`config.mk`:
```
export PLATFORM = sky130hd
export DESIGN_NAME = camera_capture
export DESIGN_NICKNAME = d
export VERILOG_FILES = /design/src/rtl/camera_capture.sv
export SDC_FILE = /design/constraint.sdc
export NUM_CORES = 1
export LEC_CHECK = 0
export ABC_AREA = 1
export BUFFER_PORTS_ARGS = -buffer_cell sky130_fd_sc_hd__buf_2
export CAP_MARGIN = 10
export CORE_AREA = 2 2 136 171
export DETAILED_ROUTE_END_ITERATION = 6
export DIE_AREA = 0 0 138 173
export GPL_ROUTABILITY_DRIVEN = 1
export PLACE_DENSITY = 0.89
export SYNTH_ARGS = -nofsm -noshare
export SYNTH_HDL_FRONTEND = slang
export SYNTH_SLANG_ARGS = --single-unit
```
`constraint.sdc`:
```
create_clock -name clk_25M -period 3.5 [get_ports clk_25M]
set_input_delay 0.525 -clock clk_25M [delete_from_list [all_inputs] [get_ports clk_25M]]
set_output_delay 0.525 -clock clk_25M [all_outputs]
set_load 0.005 [all_outputs]
```
`src/rtl/camera_capture.sv`:
```
// Camera byte-stream capture: packs RGB565 bytes into 128-bit SDRAM words and rotates six frame buffers.
// Optional macro CAMERA_FRAME_CHECK_EN enables the sticky per-frame word-count check on frame_error.
module camera_capture #(
    parameter int H_PIXELS    = 640,
    parameter int V_LINES     = 480,
    parameter int FRAME_WORDS = H_PIXELS * V_LINES / 8
) (
    input  logic         clk_25M,
    input  logic         rst_n_25M,
    input  logic         cam_vsync,
    input  logic         cam_href,
    input  logic [7:0]   cam_data,
    output logic         camera_wr_req,
    output logic [127:0] camera_data,
    output logic [24:0]  wr_address,
    output logic [2:0]   last_frame,
    output logic         frame_done,
    output logic         frame_error
);
    localparam int IDX_W = (FRAME_WORDS > 1) ? $clog2(FRAME_WORDS) : 1;
    localparam logic [IDX_W-1:0] LAST_IDX = IDX_W'(FRAME_WORDS - 1);

    typedef enum logic [1:0] {WAIT_VSYNC, SYNC, CAPTURE} state_t;

    function automatic logic [24:0] frame_base(input logic [2:0] f);
        case (f)
            3'd0:    return 25'h70800;
            3'd1:    return 25'h96000;
            3'd2:    return 25'hBB800;
            3'd3:    return 25'h00000;
            3'd4:    return 25'h25800;
            3'd5:    return 25'h4B000;
            default: return 25'h00000;
        endcase
    endfunction

    state_t              state_q, state_d;
    logic                vsync_q, vsync_d;
    logic                phase_q, phase_d;
    logic [7:0]          pix_lo_q, pix_lo_d;
    logic [2:0]          pix_cnt_q, pix_cnt_d;
    logic [7:0][15:0]    pix_buf_q, pix_buf_d;
    logic [IDX_W-1:0]    word_idx_q, word_idx_d;
    logic                wr_req_q, wr_req_d;
    logic [127:0]        data_q, data_d;
    logic [24:0]         addr_q, addr_d;
    logic [2:0]          last_frame_q, last_frame_d;
    logic                frame_done_q, frame_done_d;
    logic                vsync_rise;
    logic                word_done;

    assign vsync_rise = cam_vsync & ~vsync_q;

    always_comb begin
        state_d      = state_q;
        vsync_d      = cam_vsync;
        phase_d      = phase_q;
        pix_lo_d     = pix_lo_q;
        pix_cnt_d    = pix_cnt_q;
        pix_buf_d    = pix_buf_q;
        word_idx_d   = word_idx_q;
        wr_req_d     = 1'b0;
        data_d       = data_q;
        addr_d       = addr_q;
        last_frame_d = last_frame_q;
        frame_done_d = 1'b0;
        word_done    = 1'b0;
        case (state_q)
            WAIT_VSYNC: if (vsync_rise) state_d = SYNC;
            SYNC:       if (!cam_vsync) state_d = CAPTURE;
            CAPTURE: begin
                if (cam_href) begin
                    if (!phase_q) begin
                        pix_lo_d = cam_data;
                        phase_d  = 1'b1;
                    end else begin
                        phase_d              = 1'b0;
                        pix_buf_d[pix_cnt_q] = {cam_data, pix_lo_q};
                        pix_cnt_d            = pix_cnt_q + 3'd1;
                        word_done            = (pix_cnt_q == 3'd7);
                    end
                end else begin
                    // Line ended: a dangling low byte is dropped, pixel slot kept.
                    phase_d = 1'b0;
                end
                if (word_done) begin
                    wr_req_d = 1'b1;
                    data_d   = pix_buf_d;
                    addr_d   = frame_base(last_frame_q)
                             + {{(23-IDX_W){1'b0}}, word_idx_q, 2'b00};
                    if (word_idx_q != LAST_IDX) word_idx_d = word_idx_q + IDX_W'(1);
                end
                // A word completing on the vsync edge still goes out with the old buffer.
                if (vsync_rise) begin
                    frame_done_d = 1'b1;
                    last_frame_d = (last_frame_q == 3'd5) ? 3'd0 : last_frame_q + 3'd1;
                    word_idx_d   = '0;
                    pix_cnt_d    = '0;
                    phase_d      = 1'b0;
                    state_d      = SYNC;
                end
            end
            default: state_d = WAIT_VSYNC;
        endcase
    end

    always_ff @(posedge clk_25M or negedge rst_n_25M) begin
        if (!rst_n_25M) begin
            state_q      <= WAIT_VSYNC;
            vsync_q      <= 1'b0;
            phase_q      <= 1'b0;
            pix_lo_q     <= '0;
            pix_cnt_q    <= '0;
            pix_buf_q    <= '0;
            word_idx_q   <= '0;
            wr_req_q     <= 1'b0;
            data_q       <= '0;
            addr_q       <= '0;
            last_frame_q <= '0;
            frame_done_q <= 1'b0;
        end else begin
            state_q      <= state_d;
            vsync_q      <= vsync_d;
            phase_q      <= phase_d;
            pix_lo_q     <= pix_lo_d;
            pix_cnt_q    <= pix_cnt_d;
            pix_buf_q    <= pix_buf_d;
            word_idx_q   <= word_idx_d;
            wr_req_q     <= wr_req_d;
            data_q       <= data_d;
            addr_q       <= addr_d;
            last_frame_q <= last_frame_d;
            frame_done_q <= frame_done_d;
        end
    end

    assign camera_wr_req = wr_req_q;
    assign camera_data   = data_q;
    assign wr_address    = addr_q;
    assign last_frame    = last_frame_q;
    assign frame_done    = frame_done_q;

`ifdef CAMERA_FRAME_CHECK_EN
    // The index saturates, so an exact count is "last slot written once, never again".
    logic last_hit_q, last_hit_d;
    logic extra_q, extra_d;
    logic frame_error_q, frame_error_d;

    always_comb begin
        last_hit_d    = last_hit_q;
        extra_d       = extra_q;
        frame_error_d = frame_error_q;
        if (word_done && word_idx_q == LAST_IDX) begin
            if (last_hit_q) extra_d    = 1'b1;
            else            last_hit_d = 1'b1;
        end
        if (frame_done_d) begin
            if (!last_hit_d || extra_d) frame_error_d = 1'b1;
            last_hit_d = 1'b0;
            extra_d    = 1'b0;
        end
    end

    always_ff @(posedge clk_25M or negedge rst_n_25M) begin
        if (!rst_n_25M) begin
            last_hit_q    <= 1'b0;
            extra_q       <= 1'b0;
            frame_error_q <= 1'b0;
        end else begin
            last_hit_q    <= last_hit_d;
            extra_q       <= extra_d;
            frame_error_q <= frame_error_d;
        end
    end

    assign frame_error = frame_error_q;
`else
    assign frame_error = 1'b0;
`endif
endmodule

```
==> run_results.csv <==
group,metric,value,unit
route,detail-route-antenna-nets,0,
synthesis,avgSynthCellArea,8.56,µm²
placement,dpl.hpwl,20.9,mm
hold_path,hold_path_class,"input port to flop",
synthesis,yosysWarningCount,0,
timing,finalMaxSlewViolations,0,
clock_network,worst_skew_pair.late_latency,550,ps
worst_setup_path,slowest_stage,"dfrtp_1",
clock_network,maximum_clock_insertion_buffer_count,3,
synthesis,ys_top_cells_by_count,"nand2_1, dfrtp_1, o21ai_0, nor2_1, inv_1",
timing,finalCriticalPeriod,2510,ps
die,core,22100,µm²
die,die_x,138,µm
clock_network,cts_max_level,1,
pwr,cellInternalPower,0.00720,W
timing,report.final.setup_viol,0,
worst_setup_path,worst_ep_required_time,3950,ps
placement,gpl_wtd_cong,0.892,
synthesis,netlist_top_cells_area,"dfrtp_1, nand2_1, o21ai_0",
pwr,power.share.combinational,21.6,%
worst_setup_path,worstPathCellList,"ha_1 > ha_1 > nand3_1 > nor2_8 > inv_8 > buf_12 > nand2_1 > o21ai_1",
synthesis,yosys.area.top_type,"dfrtp_1",
synthesis,ys_types,33,
timing,maxClockFrequency,399,MHz
pwr,power.switching,0.00357,W
worst_setup_path,critPathMostFrequentCell,"ha_1",
pwr,reg_power_share,47.3,%
worst_setup_path,timing.critical_path.to_type,"flop",
timing,finalHoldWorstSlack,149,ps
clock_network,tritoncts_clock_tree,"built",
run_status,outcome,"completed",
timing,worst_slew_pin_slew,1020,ps
clock_network,clock-sinks,311,
global_route,grt_max_degree,259,
worst_setup_path,slowest_delay,440,ps
layout,antennaDiodeCount,0,
timing,finalSetupTns,0,ps
route,vias,11300,
worst_setup_path,setup.worst_path.start_class,"flop",
die,ioPinCount,171,
placement,numPortBuffers,163,
pwr,pwr_density_cell,700,nW/µm²
clock_network,cts-root-buf,"clkbuf_16",
route,total_length_of_routed_wires,33.6,mm
clock_network,post_cts_repair_setup_buffers,0,
global_route,initial_antenna_violation_count,0,
global_route,globalRouteOverflowTotal,0,
route,detail_route.wl_per_cell,16.8,µm
timing,timing.slew.headroom,31.6,%
global_route,via_count_of_the_first_global_routing_pass,10700,
worst_setup_path,critPathKind,"flop to flop",
route,detailedRoute.firstIterationViolations,1200,
synthesis,synth_async_sr_flop_share,100,%
layout,flow.area_growth_from_synthesis,13.9,%
route,post_drt_via_cell_ratio,5.64,
synthesis,synth-seq-cells,311,
clock_network,clkTransAtPathRegs,60,ps
clock_network,postCtsResizedCells,0,
run,cap_violations,0,
die,rows,61,
global_route,global_route.usage.total,27.6,%
synthesis,synth.top_cell.area_share,57.6,%
synthesis,synth.yosys.seq_area_share,57.6,%
timing,finClkSkew,18.1,ps
die,floorplan.initialDensity,61.0,%
die,die_h,173,µm
layout,final_layout_size_suffix_gt1_share,13.7,%
synthesis,yosys_most_used_dff,"dfrtp_1",
pwr,vdd.ir_drop.worst,502,µV
synthesis,synthMostInstantiatedCell,"nand2_1",
worst_setup_path,arrival,2960,ps
layout,fillCellCount,1577,
synthesis,synthesis.area,13500,µm²
timing,total_count_of_hold_check_failures_in_the_final_report,0,
timing,setup_repair_after_global_routing_missed_its_margin,"no",
route,route.detailed.drc,0,
timing,timing.final.crit_share,71.6,%
clock_network,tritoncts.num_buffers,30,
pwr,power.clock.fraction,31.2,%
pwr,power_leakage,7.94,nW
synthesis,number_of_enable_type_register_cells_in_the_synthesized_netlist,0,
global_route,grt_pass1_wl,54.2,mm
route,first_pass_iters,5,
layout,final_nets,1713,
synthesis,synthesis.instances,1577,
die,floorplan.die_area,23900,µm²
worst_setup_path,crit_path_max_fanout,119,
pwr,fraction_of_power_spent_switching_nets,33.2,%
[cells in the final DEF, fill, tap and decap left out, types with 8 or more instances in the layout]
master | netlist | layout
buf_2 | 13 | 162
nor2_1 | 99 | 99
clkbuf_8 | 0 | 8
nand2_1 | 468 | 468
ha_1 | 10 | 10
nand3_1 | 29 | 29
inv_1 | 98 | 98
a21oi_1 | 70 | 70
o21ai_1 | 85 | 85
clkbuf_16 | 0 | 31
clkinv_1 | 8 | 8
o21ai_0 | 260 | 260
dfrtp_1 | 311 | 311
[routing by layer]
layer	global-route usage [%]	wire length (µm)
met2	45.0	16300
met4	11.2	1330
met1	36.7	13400
met3	5.51	2610
met5	0	0
[power groups by stage]
stage / combinational [W] / sequential, W / clock (W)
6_report: 0.00232 / 0.00509 / 0.00336
5_1_grt: 0.00269 / 0.00516 / 0.00354
4_1_cts: 0.00232 / 0.00506 / 0.00339
3_5_place_dp: 0.00227 / 0.00511 / 0
3_3_place_gp: 0.00211 / 0.00505 / 0
2_1_floorplan: 0.00170 / 0.00483 / 0
[cell type report]
type / instances / area [µm²] / area share, %
Tap cell: 283 / 354 / 2.30
Sequential cell: 311 / 7780 / 50.6
Inverter: 107 / 409 / 2.66
Timing Repair Buffer: 173 / 953 / 6.20
Clock buffer: 44 / 905 / 5.88
Clock inverter: 11 / 140 / 0.911
Multi-Input combinational cell: 1067 / 4830 / 31.4
[per-stage QoR]
stage | cells | util (%) | power (W) | setup slack [ps] | cell area [µm²]
after floorplan | 1583 | - | 0.00653 | 1570 | 13500
after global placement | 1940 | 64.7 | 0.00717 | 1180 | 14300
final | 1996 | 69.5 | 0.0108 | 992 | 15400
after global routing | 1996 | 69.5 | 0.0114 | 818 | 15400
after detailed placement | 1940 | 64.7 | 0.00738 | 1050 | 14300
after CTS | 1996 | 69.5 | 0.0108 | 1020 | 15400
[cell families (layout without fill, tap and decap cells)]
kind of cell / count (synthesis) / after routing / synth area share [%]
and+or+nand+nor: 609 / 609 / 17.6
AOI/OAI and AO/OA: 429 / 429 / 16.2
DFF: 311 / 311 / 57.6
buffers and inverters: 205 / 335 / 6.78
adders and majority gates: 11 / 11 / 1.07
xor gates and xnor gates: 11 / 11 / 0.713
other: 1 / 7 / 0.0278
[worst max-delay path: cells and delay by family (launching register included)]
kind            cells  cell delay (ps)
compound gates      1              150
simple gates        3              440
fa+ha+maj           2              410
flops               1              440
buf+inv             2              780
[registers in the layout, indices dropped and copies added (netlist names)]
signal / flops
pix_buf_q: 128
camera_wr_req: 1
pix_lo_q: 8
word_idx_q: 16
frame_done: 1
camera_data: 128
state_q: 2
last_frame: 3
wr_address: 19
vsync_q: 1
pix_cnt_q: 3
phase_q: 1
[timing repair]
item | in CTS | in global routing
endpoints found under the setup margin | 0 | 0
hold buffers | 1 | 0
hold endpoints to repair | 8 | 0
[worst paths after layout]
path / startpoint / to / slack [ps] / cells after the start
worst max-delay path: pix_cnt_q[1] / camera_data[93] / 990 / 8
worst max register to register: pix_cnt_q[1] / camera_data[93] / 990 / 8
max in group asynchronous: rst_n_25M / camera_data[22] / 2040 / 3
worst min register to register: wr_address[4] / wr_address[4] / 470 / 2
min in group asynchronous: rst_n_25M / camera_data[85] / 570 / 2
worst min-delay path: cam_vsync / vsync_q / 150 / 1
Power figures use the tool's default switching activity.
